$ cat config.mk
export PLATFORM = sky130hd
export DESIGN_NAME = asyc_fifo_wr_ctrl_flat
export DESIGN_NICKNAME = d
export VERILOG_FILES = /design/src/rtl/asyc_fifo_pkg.sv /design/src/rtl/asyc_fifo_wr_ctrl_if.sv /design/src/rtl/asyc_fifo_sync2.sv /design/src/rtl/asyc_fifo_wr_ctrl.sv /design/src/flat_wrapper.sv
export SDC_FILE = /design/constraint.sdc
export NUM_CORES = 1
export LEC_CHECK = 0
export CAP_MARGIN = 20
export CORE_MARGIN = 2
export CORE_UTILIZATION = 40
export CTS_CLUSTER_DIAMETER = 200
export DETAILED_ROUTE_END_ITERATION = 8
export GPL_TIMING_DRIVEN = 0
export PLACE_DENSITY = 0.6
export SLEW_MARGIN = 30
export SYNTH_ARGS = -nofsm -noshare
export SYNTH_HDL_FRONTEND = slang
export SYNTH_SLANG_ARGS = --single-unit
$ cat constraint.sdc
create_clock -name write_clk -period 7.8 [get_ports write_clk]
set_input_delay 1.17 -clock write_clk [delete_from_list [all_inputs] [get_ports write_clk]]
set_output_delay 1.17 -clock write_clk [all_outputs]
set_load 0.03 [all_outputs]
$ cat src/rtl/asyc_fifo_pkg.sv
// Shared async-FIFO definitions: default geometry and Gray/binary conversion helpers.
// Used by the write-side controller, the read-side controller and the RAM wrapper.
package asyc_fifo_pkg;

    localparam int ADDR_WIDTH = 6;
    localparam int DATA_WIDTH = 32;

    // Converters work on a 32-bit container. Callers zero-extend narrower pointers,
    // which leaves the low bits of the result correct for any width up to 32.
    localparam int GRAY_MAX_W = 32;
    typedef logic [GRAY_MAX_W-1:0] gvec_t;

    function automatic gvec_t bin2gray(input gvec_t b);
        return b ^ (b >> 1);
    endfunction

    function automatic gvec_t gray2bin(input gvec_t g);
        gvec_t b;
        b = '0;
        for (int i = 0; i < GRAY_MAX_W; i++) begin
            b[i] = ^(g >> i);
        end
        return b;
    endfunction

endpackage

$ cat src/rtl/asyc_fifo_wr_ctrl_if.sv
// Write-side handshake bundle between producer and write controller.
// The write_almost_full signal exists only when ASYC_FIFO_WR_ALMOST_FULL_EN is defined.
interface asyc_fifo_wr_ctrl_if #(
    parameter int ADDR_WIDTH = asyc_fifo_pkg::ADDR_WIDTH
);
    logic                  write_ena;
    logic [ADDR_WIDTH:0]   read_ptr_gray;
    logic [ADDR_WIDTH-1:0] write_addr;
    logic [ADDR_WIDTH:0]   write_ptr_gray;
    logic                  write_full;
    logic [ADDR_WIDTH:0]   write_level;
    logic                  write_overflow;
`ifdef ASYC_FIFO_WR_ALMOST_FULL_EN
    logic                  write_almost_full;
`endif

    // master: producer side; slave: the write controller
    modport master (
        output write_ena,
        output read_ptr_gray,
        input  write_addr,
        input  write_ptr_gray,
        input  write_full,
        input  write_level,
`ifdef ASYC_FIFO_WR_ALMOST_FULL_EN
        input  write_almost_full,
`endif
        input  write_overflow
    );

    modport slave (
        input  write_ena,
        input  read_ptr_gray,
        output write_addr,
        output write_ptr_gray,
        output write_full,
        output write_level,
`ifdef ASYC_FIFO_WR_ALMOST_FULL_EN
        output write_almost_full,
`endif
        output write_overflow
    );

endinterface

$ cat src/rtl/asyc_fifo_sync2.sv
// Two-flop synchroniser for Gray-coded pointers crossing clock domains.
module asyc_fifo_sync2 #(
    parameter int WIDTH = 1
) (
    input  logic             clk_i,
    input  logic             rst_n_i,
    input  logic [WIDTH-1:0] d_i,
    output logic [WIDTH-1:0] q_o
);

    logic [WIDTH-1:0] s1_q;
    logic [WIDTH-1:0] s2_q;

    always_ff @(posedge clk_i or negedge rst_n_i) begin
        if (!rst_n_i) begin
            s1_q <= '0;
            s2_q <= '0;
        end else begin
            s1_q <= d_i;
            s2_q <= s1_q;
        end
    end

    assign q_o = s2_q;

endmodule

$ cat src/rtl/asyc_fifo_wr_ctrl.sv
// Async FIFO write-side controller: binary/Gray write pointers, full flag, level, overflow.
// Optional almost-full output enabled by defining ASYC_FIFO_WR_ALMOST_FULL_EN.
module asyc_fifo_wr_ctrl #(
    parameter int ADDR_WIDTH   = asyc_fifo_pkg::ADDR_WIDTH
`ifdef ASYC_FIFO_WR_ALMOST_FULL_EN
  , parameter int AFULL_THRESH = (1 << ADDR_WIDTH) - 4
`endif
) (
    input  logic               write_clk,
    input  logic               write_rst_n,
    asyc_fifo_wr_ctrl_if.slave wif
);
    import asyc_fifo_pkg::*;

    localparam int PTR_W = ADDR_WIDTH + 1;
    localparam int MSB   = PTR_W - 1;

    // The full pattern inverts the top two Gray bits, so two address bits are needed.
    if (ADDR_WIDTH < 2 || PTR_W > GRAY_MAX_W) begin : g_bad_width
        $error("asyc_fifo_wr_ctrl: ADDR_WIDTH out of range");
    end

    logic [MSB:0] wbin_q,  wbin_d;
    logic [MSB:0] wgray_q, wgray_d;
    logic         full_q,  full_d;
    logic [MSB:0] level_q, level_d;
    logic         ovf_q,   ovf_d;
    logic [MSB:0] rq2;
    logic [MSB:0] rbin_sync;
    logic [MSB:0] full_pat;
    logic         push;

    asyc_fifo_sync2 #(
        .WIDTH (PTR_W)
    ) u_rptr_sync (
        .clk_i   (write_clk),
        .rst_n_i (write_rst_n),
        .d_i     (wif.read_ptr_gray),
        .q_o     (rq2)
    );

    always_comb begin
        push      = wif.write_ena & ~full_q;
        wbin_d    = wbin_q + PTR_W'(push);
        wgray_d   = PTR_W'(bin2gray(GRAY_MAX_W'(wbin_d)));
        rbin_sync = PTR_W'(gray2bin(GRAY_MAX_W'(rq2)));
        full_pat  = {~rq2[MSB:MSB-1], rq2[MSB-2:0]};
        full_d    = (wgray_d == full_pat);
        // Read side is seen late through the synchroniser, so this never under-reports.
        level_d   = wbin_d - rbin_sync;
        ovf_d     = ovf_q | (wif.write_ena & full_q);
    end

    always_ff @(posedge write_clk or negedge write_rst_n) begin
        if (!write_rst_n) begin
            wbin_q  <= '0;
            wgray_q <= '0;
            full_q  <= 1'b0;
            level_q <= '0;
            ovf_q   <= 1'b0;
        end else begin
            wbin_q  <= wbin_d;
            wgray_q <= wgray_d;
            full_q  <= full_d;
            level_q <= level_d;
            ovf_q   <= ovf_d;
        end
    end

`ifdef ASYC_FIFO_WR_ALMOST_FULL_EN
    logic afull_q, afull_d;

    assign afull_d = (level_d >= PTR_W'(AFULL_THRESH));

    always_ff @(posedge write_clk or negedge write_rst_n) begin
        if (!write_rst_n) begin
            afull_q <= 1'b0;
        end else begin
            afull_q <= afull_d;
        end
    end

    assign wif.write_almost_full = afull_q;
`endif

    // Address comes straight from the pointer register so the RAM writes on the advancing edge.
    assign wif.write_addr     = wbin_q[ADDR_WIDTH-1:0];
    assign wif.write_ptr_gray = wgray_q;
    assign wif.write_full     = full_q;
    assign wif.write_level    = level_q;
    assign wif.write_overflow = ovf_q;

endmodule
$ cat src/flat_wrapper.sv
// flat-port wrapper written by rule: the top's interface ports become plain ports
module asyc_fifo_wr_ctrl_flat import asyc_fifo_pkg::*;
#(
    parameter int ADDR_WIDTH   = asyc_fifo_pkg::ADDR_WIDTH

)
  (write_clk, write_rst_n, wif_write_ena, wif_read_ptr_gray, wif_write_addr, wif_write_ptr_gray, wif_write_full, wif_write_level, wif_write_overflow);
  asyc_fifo_wr_ctrl_if #(.ADDR_WIDTH(ADDR_WIDTH)) wif_i ();
  input  logic write_clk;
  input  logic write_rst_n;
  input wire logic [$bits(wif_i.write_ena)-1:0] wif_write_ena;
  input wire logic [$bits(wif_i.read_ptr_gray)-1:0] wif_read_ptr_gray;
  output wire logic [$bits(wif_i.write_addr)-1:0] wif_write_addr;
  output wire logic [$bits(wif_i.write_ptr_gray)-1:0] wif_write_ptr_gray;
  output wire logic [$bits(wif_i.write_full)-1:0] wif_write_full;
  output wire logic [$bits(wif_i.write_level)-1:0] wif_write_level;
  output wire logic [$bits(wif_i.write_overflow)-1:0] wif_write_overflow;
  assign wif_i.write_ena = wif_write_ena;
  assign wif_i.read_ptr_gray = wif_read_ptr_gray;
  assign wif_write_addr = wif_i.write_addr;
  assign wif_write_ptr_gray = wif_i.write_ptr_gray;
  assign wif_write_full = wif_i.write_full;
  assign wif_write_level = wif_i.write_level;
  assign wif_write_overflow = wif_i.write_overflow;
  asyc_fifo_wr_ctrl #(.ADDR_WIDTH(ADDR_WIDTH)) u_core (.write_clk(write_clk), .write_rst_n(write_rst_n), .wif(wif_i));
endmodule
### After elaboration in Yosys (flattened, before gate mapping)

Index checks and enable logic that the tools add are counted.

* word-level logic and storage cells: 23
* register bits: 37
* output and inout bits: 22
* input port bits: 10

* bitwise logic cells: 6
* $add $sub $neg: 2
* reduce and logical (&&, ||, !) cells: 7
* equality and inequality tests: 1

Operators with widths (count)
* parity 32 bit: 7
* adder 7 x 1 -> 7 bit: 1
* equality test 7 bit: 1
* subtractor 7 bit: 1
* bitwise XOR 7 x 6 -> 7 bit: 1
* bitwise AND 1 bit: 2
* inverter 2 bit: 1
* inverter 1 bit: 1
* bitwise OR 1 bit: 1

### Longest topological paths before layout

* word-level depth: 5
* depth in mapped cells: 11

### By module

From an unflattened synthesis, not the netlist that was laid out.

* cells, all modules: 148
* area total of the unflattened synthesis: 1771.7 um2

Modules (own cells, without submodules)
* asyc_fifo_wr_ctrl: times used 1, area an instance 1421.4 um2, seq. area each 550.5 um2, cells an instance 134
* asyc_fifo_sync2: times used 1, area an instance 350.3 um2, seq. area each 350.3 um2, cells an instance 14

### Least setup slack after synthesis

Ideal clock, no wire load.

* path type: in2reg
* start: input wif_write_ena
* end: register u_core.level_q[6], in the netlist u_core.wif.write_level[6]
* path buffers: 0
* path slack: 4.554 ns
* data required time: 7.661 ns
* arrival: 3.107 ns
* stages: 10
* cell sequence: nor2b_1 > ha_1 > nand4_1 > xor2_1 > inv_1 > ha_1 > or2_2 > a211o_1 > o41ai_1 > a2111oi_2

* cells in the longest elaborated chain, start to end: 3

RTL lines
* start, declared: line flat_wrapper.sv:11 `input wire logic [$bits(wif_i.write_ena)-1:0] wif_write_ena;`
* bitwise AND 1 bit: line asyc_fifo_wr_ctrl.sv:43 `push = wif.write_ena & ~full_q;`
* adder 7 x 1 -> 7 bit: line asyc_fifo_wr_ctrl.sv:44 `wbin_d = wbin_q + PTR_W'(push);`
* net u_core.wbin_d[4]: line asyc_fifo_wr_ctrl.sv:23 `logic [MSB:0] wbin_q, wbin_d;`
* subtractor 7 bit: line asyc_fifo_wr_ctrl.sv:50 `level_d = wbin_d - rbin_sync;`
* net u_core.level_d[6]: line asyc_fifo_wr_ctrl.sv:26 `logic [MSB:0] level_q, level_d;`
* end signal, assigned: line asyc_fifo_wr_ctrl.sv:65 `level_q <= level_d;`
* end, declared: line asyc_fifo_wr_ctrl.sv:26

The timed path passes the listed nets, and every way through them passes these cells.

### Final worst setup path

Same ends and word-level chain as after synthesis.

==> out/metrics.yaml <==
worst_setup_path:
  startpoint: "wif_write_ena"
  rrSetupSlack_ns: 4.51
  crit_path_start_kind: "input port"
  endpoint_kind: "flop"
  rr_endpoint: "u_core.wif.write_level[6]"
  path_max_fanout: 4
  endpoint: "u_core.wif.write_level[6]"
  arrival_ns: 3.86
  r2r_start: "u_core.u_rptr_sync.q_o[5]"
  cp.required_ns: 7.95
  reg2regPathDepth: 10
  crit_type: "input port to flop"
timing:
  max_slew_margin: 0.6357
  period_share: 0.4754
  max_freq_ghz: 0.2697
  setup-violations-final: 0
  hold_ws_ns: 0.3502
  rsz0062_at_grt: "false"
  finalMaxSlewViolations: 0
  final-hold-violation-count: 0
  finClkSkew_ns: 0.003617
  setup-tns-final_ns: 0
  tightest_slew_ns: 0.5425
  min_period_ns: 3.708
grt:
  grt_usage: 0.1317
  grt_pass1_vias: 994
  grt_start_max_net_pins: 22
  grt_first_pass_wirelength_um: 4416
  overflow: 0
  antenna_found_initial: 0
logic_synthesis:
  syn_area_per_cell_um2: 13.24
  yosysUniqueCellTypes: 31
  synth_area_um2: 1642
  yosysWarningCount: 0
  ys_ff_latch: 36
  synthCells: 124
  yosys.area_share.simple: 0.07546
  synthAdderAreaFrac: 0.06402
  synth_compound_area_frac: 0.05640
  synth_top_family_by_area: "XOR/XNOR gates"
  muxShareOfSynthArea: 0.01220
  synth_xor_area_frac: 0.1997
  synth_fp_nets: 141
  yosysSeqAreaShare: 0.5488
cells_and_area:
  fillers: 359
  stdcell_area_um2: 2127
  multiInputGateArea_um2: 669.4
  diodes: 0
  syn_to_final_growth_pct: 29.57
  regArea_um2: 900.9
  drive_gt1_frac: 0.1159
  final_nets: 180
pwr:
  ir_drop_v: 0.0001760
  fin_total_pwr_uw: 993.2
  power_density_nw_per_um2: 466.9
  cellLeakagePower_uw: 0.0009422
clock_tree:
  cts.clk_slew.worst_paths_ns: 0.07
  postCtsHoldBufs: 0
  clock_sinks: 36
  post-cts-setup-buffer-count: 0
  cts_root_buffer: "clkbuf_8"
  cts_buffers: 5
  cts_tree: "yes"
  cts_resized: 0
  cts_max_level: 2
  clock_latency_ns: 0.28
  cts.path.max_buffers: 2
detailed_routing:
  vias: 1003
  drt-pass1-iter-count: 4
  wl_per_cell_um: 12.40
  viasPerCell: 4.687
  ant_nets: 0
  drtIter0Drc: 46
  wirelength_um: 2653
  drc: 0
die:
  ios: 32
  core_um2: 3971
  start_util: 0.4134
  fp.dieW_um: 68.06
  die_area_um2: 4632
  fp-row-count: 23
  die_y_um: 68.06
run_status:
  status: "complete, no violations"
placement:
  io_buffer_count: 31
  hpwlAfterDp_um: 2129
  place_area_um2: 2037
  gp_congestion: 0.7168
min_path:
  min-delay-path-class: "flop to flop"
run:
  cap_viol_max_count: 0
==> layout make-up <==
class,count,area share
Multi-Input combinational cell,76,0.3147
Tap cell,50,0.02941
Sequential cell,36,0.4235
Clock buffer,8,0.04235
Inverter,12,0.03353
Timing Repair Buffer,32,0.1565
==> how the worst min path moves through the flow <==
stage | slack, ns | cells after the start | end | from
2_1_floorplan | 0.33 | 0 | u_core.u_rptr_sync.q_o[0] | u_core.u_rptr_sync.s1_q[0]
4_1_cts | 0.35 | 0 | u_core.u_rptr_sync.q_o[6] | u_core.u_rptr_sync.s1_q[6]
3_5_place_dp | 0.34 | 0 | u_core.u_rptr_sync.q_o[6] | u_core.u_rptr_sync.s1_q[6]
5_1_grt | 0.36 | 0 | u_core.u_rptr_sync.q_o[3] | u_core.u_rptr_sync.s1_q[3]
3_3_place_gp | 0.33 | 0 | u_core.u_rptr_sync.q_o[0] | u_core.u_rptr_sync.s1_q[0]
6_report | 0.35 | 0 | u_core.u_rptr_sync.q_o[3] | u_core.u_rptr_sync.s1_q[3]
==> synthesized netlist by cell type <==
cell type | n | area share
a2111oi_1 | 1 | 0.0061
a2111oi_2 | 1 | 0.0091
a211o_1 | 1 | 0.0053
a21o_1 | 1 | 0.0046
a21oi_1 | 3 | 0.0091
and2_1 | 2 | 0.0076
and3_1 | 1 | 0.0038
and4_4 | 1 | 0.0069
bufinv_16 | 1 | 0.018
dfrtp_1 | 36 | 0.55
fa_1 | 1 | 0.012
ha_1 | 6 | 0.046
inv_1 | 11 | 0.025
maj3_1 | 1 | 0.0061
mux2i_1 | 2 | 0.012
nand2_1 | 4 | 0.0091
nand3_1 | 1 | 0.0030
nand4_1 | 2 | 0.0076
nor2_1 | 6 | 0.014
nor2b_1 | 2 | 0.0076
o211ai_1 | 1 | 0.0046
o21ai_0 | 1 | 0.0030
o221ai_2 | 1 | 0.0091
o41ai_1 | 1 | 0.0053
or2_2 | 3 | 0.011
or4_1 | 1 | 0.0046
xnor2_1 | 19 | 0.10
xnor3_2 | 1 | 0.014
xnor3_4 | 1 | 0.016
xor2_1 | 9 | 0.048
xor2_2 | 2 | 0.020
==> metal layers <==
layer,part of all wire,track usage,vias up,wire [um]
li1,-,-,479,-
met1,0.43,0.1539,487,1134
met2,0.50,0.2233,31,1324
met3,0.056,0.04276,6,149
met4,0.017,0.05250,0,44
met5,0,0,-,0
==> stage by stage <==
step / std cells / setup slack [ns] / utilization
floorplan: 124 / 4.554 / -
global placement: 205 / 3.800 / 0.5072
detailed placement: 206 / 3.793 / 0.5129
CTS: 214 / 4.070 / 0.5356
global route: 214 / 3.850 / 0.5356
finish: 214 / 4.092 / 0.5356
==> cell families (layout without fill, tap and decap cells) <==
logic type,count (synthesis),in the layout
multiplexers,2,2
XOR/XNOR,32,32
flip-flops,36,36
AND/OR/NAND/NOR,23,23
adder cells (fa/ha/maj),8,8
buffers and inverters,12,52
AO/OA/AOI/OAI,11,11
==> cells in the final DEF (no fill, tap or decap), types with 3 or more instances in the layout <==
cell type         n
clkbuf_8          6
dfrtp_1          36
nor2_1            6
a21oi_1           3
inv_1            11
ha_1              6
nand2_1           4
xnor2_1          19
clkdlybuf4s50_1  30
xor2_1            9
or2_2             3
==> power breakdown <==
group	leakage, uW	internal, uW	total, uW	switching, uW
clock	0.0000455	72.0	132	60.1
sequential	0.000430	250	283	32.5
combinational	0.000467	270	578	309
==> state kept, by name, indices dropped and copies added (netlist names) <==
| name | flops |
|---|---|
| u_core.u_rptr_sync.q_o | 7 |
| u_core.u_rptr_sync.s1_q | 7 |
| u_core.wbin_q | 7 |
| u_core.wif.write_full | 1 |
| u_core.wif.write_level | 7 |
| u_core.wif.write_overflow | 1 |
| u_core.wif.write_ptr_gray | 6 |
==> critical path: stages <==
cell and delay [ns]:
clkdlybuf4s50_1 0.47, nor2b_1 0.19, ha_1 0.24, nand4_1 0.12, xor2_1 0.36, inv_1 0.18
ha_1 0.38, or2_2 0.29, a211o_1 0.30, o41ai_1 0.08, a2111oi_2 0.07
Note: power is estimated with default switching activity, not from simulation.
==> RTL edit (same settings) <==
`ADDR_WIDTH`: 6 -> 8.
--- a/src/rtl/asyc_fifo_pkg.sv
+++ b/src/rtl/asyc_fifo_pkg.sv
@@ -3,5 +3,5 @@
 package asyc_fifo_pkg;
 
-    localparam int ADDR_WIDTH = 6;
+    localparam int ADDR_WIDTH = 8;
     localparam int DATA_WIDTH = 32;
 
Interface: changed (resized wif_read_ptr_gray, wif_write_addr, wif_write_level and wif_write_ptr_gray); port bits go from 32 to 40. No check against the original RTL was run, so the function may have changed too.
==> RTL edit against the original RTL <==
Power is 13% higher; sequential cell count is 10 higher; worst setup slack better by 0.034 ns; die area is 35% higher; design area is 33% higher; combinational power is 11% higher; wire length is 50% higher; area after synthesis is 38% higher; clock skew is 0.0031 ns higher; largest cell class unchanged; largest power group unchanged.
==> RTL edit: results (changes against the original RTL) <==
r2r setup slk -> 4.14 ns (was 4.51 ns)
R2R depth -> 14 (was 10)
Compound-Gate Fraction of Synth Area -> 7.20% (was 5.64%)
port bufs -> 39 (was 31)
bufs w/o clock -> 41 (was 32)
Clock power frac -> 11.7% (was 13.3%)
DR top layer -> met4 (unchanged)
Post-Syn Nets -> 197 (was 141)
Final Util -> 51.7% (was 53.6%)
DP Worst Slack -> 3.82 ns (was 3.79 ns)
first-pass GRT wire length -> 7.04 mm (was 4.42 mm)
metal2 WL -> 1.98 mm (was 1.32 mm)
vias in the first global route -> 1459 (was 994)
CP delay by family, top -> XOR/XNOR gates (was buffers and inverters)
Final Power -> 1.12 mW (was 993 uW)
met2 global-route usage -> 23.6% (was 22.3%)
Cells after Synth -> 177 (was 124)
#MultiIn Comb -> 116 (was 76)
Storage cell area -> 1150 sq um (was 901 sq um)
Hold Path Origin -> u_core.u_rptr_sync.s1_q[4] (was u_core.u_rptr_sync.s1_q[3])
HPWL Detailed -> 3.13 mm (was 2.13 mm)
Sw Ratio -> 41.9% (was 40.4%)
FF+latch count, synth -> 46 (was 36)
outcome -> completed (unchanged)
xor/xnor share of the synthesized area -> 23.5% (was 20.0%)
Layout Nets -> 244 (was 180)
initial drt markers -> 54 (was 46)
Peak supply drop -> 0.163 mV (was 0.176 mV)
Hold EP -> u_core.u_rptr_sync.q_o[4] (was u_core.u_rptr_sync.q_o[3])
slowest stage delay, CP -> 0.50 ns (was 0.47 ns)
library cells used by synthesis -> 44 (was 31)
clk_skew -> 0.00673 ns (was 0.00362 ns)
Final Non-Filler Cells -> 296 (was 214)
grt met1 use -> 19.4% (was 15.4%)
GRT Resource Usage Total -> 14.5% (was 13.2%)
Leak -> 1.27 nW (was 0.942 nW)
layout clock buffer count -> 7 (was 8)
met3 routed WL -> 174 um (was 149 um)
pin count of the biggest net entering global routing -> 27 (was 22)
met3 Use GR -> 3.64% (was 4.28%)
WL per Instance -> 13.5 um (was 12.4 um)
Die Area -> 6270 sq um (was 4630 sq um)
Post-synth top cells -> 46 x dfrtp_1, 23 x xnor2_1, 14 x inv_1 (was 36 x dfrtp_1, 19 x xnor2_1, 11 x inv_1)
RR Endpoint -> u_core.wif.write_level[8] (was u_core.wif.write_level[6])
number of setup buffers added after CTS -> 0 (unchanged)
WHS -> 0.350 ns (about the same)
Layout non-clock buf frac -> 14.7% (was 15.6%)
worst slew pin tran -> 0.553 ns (was 0.543 ns)
post-synthesis sequential area ratio -> 50.9% (was 54.9%)
fill count -> 480 (was 359)
Final clock-cell share -> 2.70% (was 4.24%)
post-synthesis mux area share -> 1.77% (was 1.22%)
post-DR vias/cell -> 4.76 (was 4.69)
Worst Path Max Fanout -> 6 (was 4)
Worst EP arrival -> 3.84 ns (was 3.86 ns)
fraction of final layout cells sized beyond drive strength 1 -> 9.38% (was 11.6%)
GPL Wtd Cong -> 0.858 (was 0.717)
reg-to-reg startpoint -> u_core.u_rptr_sync.q_o[7] (was u_core.u_rptr_sync.q_o[5])
==> RTL edit: changes by cell type in the layout (fill, tap and decap cells not counted), moves of 4 or more <==
cell / change
dfrtp_1: +10
xnor2_1: +4
nor3_1: +4
nand3_1: +5
a21oi_1: +4
nand2_1: +7
clkdlybuf4s50_1: +8
==> RTL edit: worst max-delay path by stage <==
stage	end	cells past startpoint	start	slack, ns
2_1_floorplan	u_core.wif.write_level[8]	14	u_core.u_rptr_sync.q_o[7]	4.46
3_3_place_gp	u_core.wif.write_level[8]	11	wif_write_ena	3.88
3_5_place_dp	u_core.wif.write_level[7]	11	wif_write_ena	3.82
4_1_cts	u_core.wif.write_level[7]	11	wif_write_ena	4.12
5_1_grt	u_core.wif.write_level[8]	14	u_core.u_rptr_sync.q_o[7]	3.86
6_report	u_core.wif.write_level[7]	11	wif_write_ena	4.13
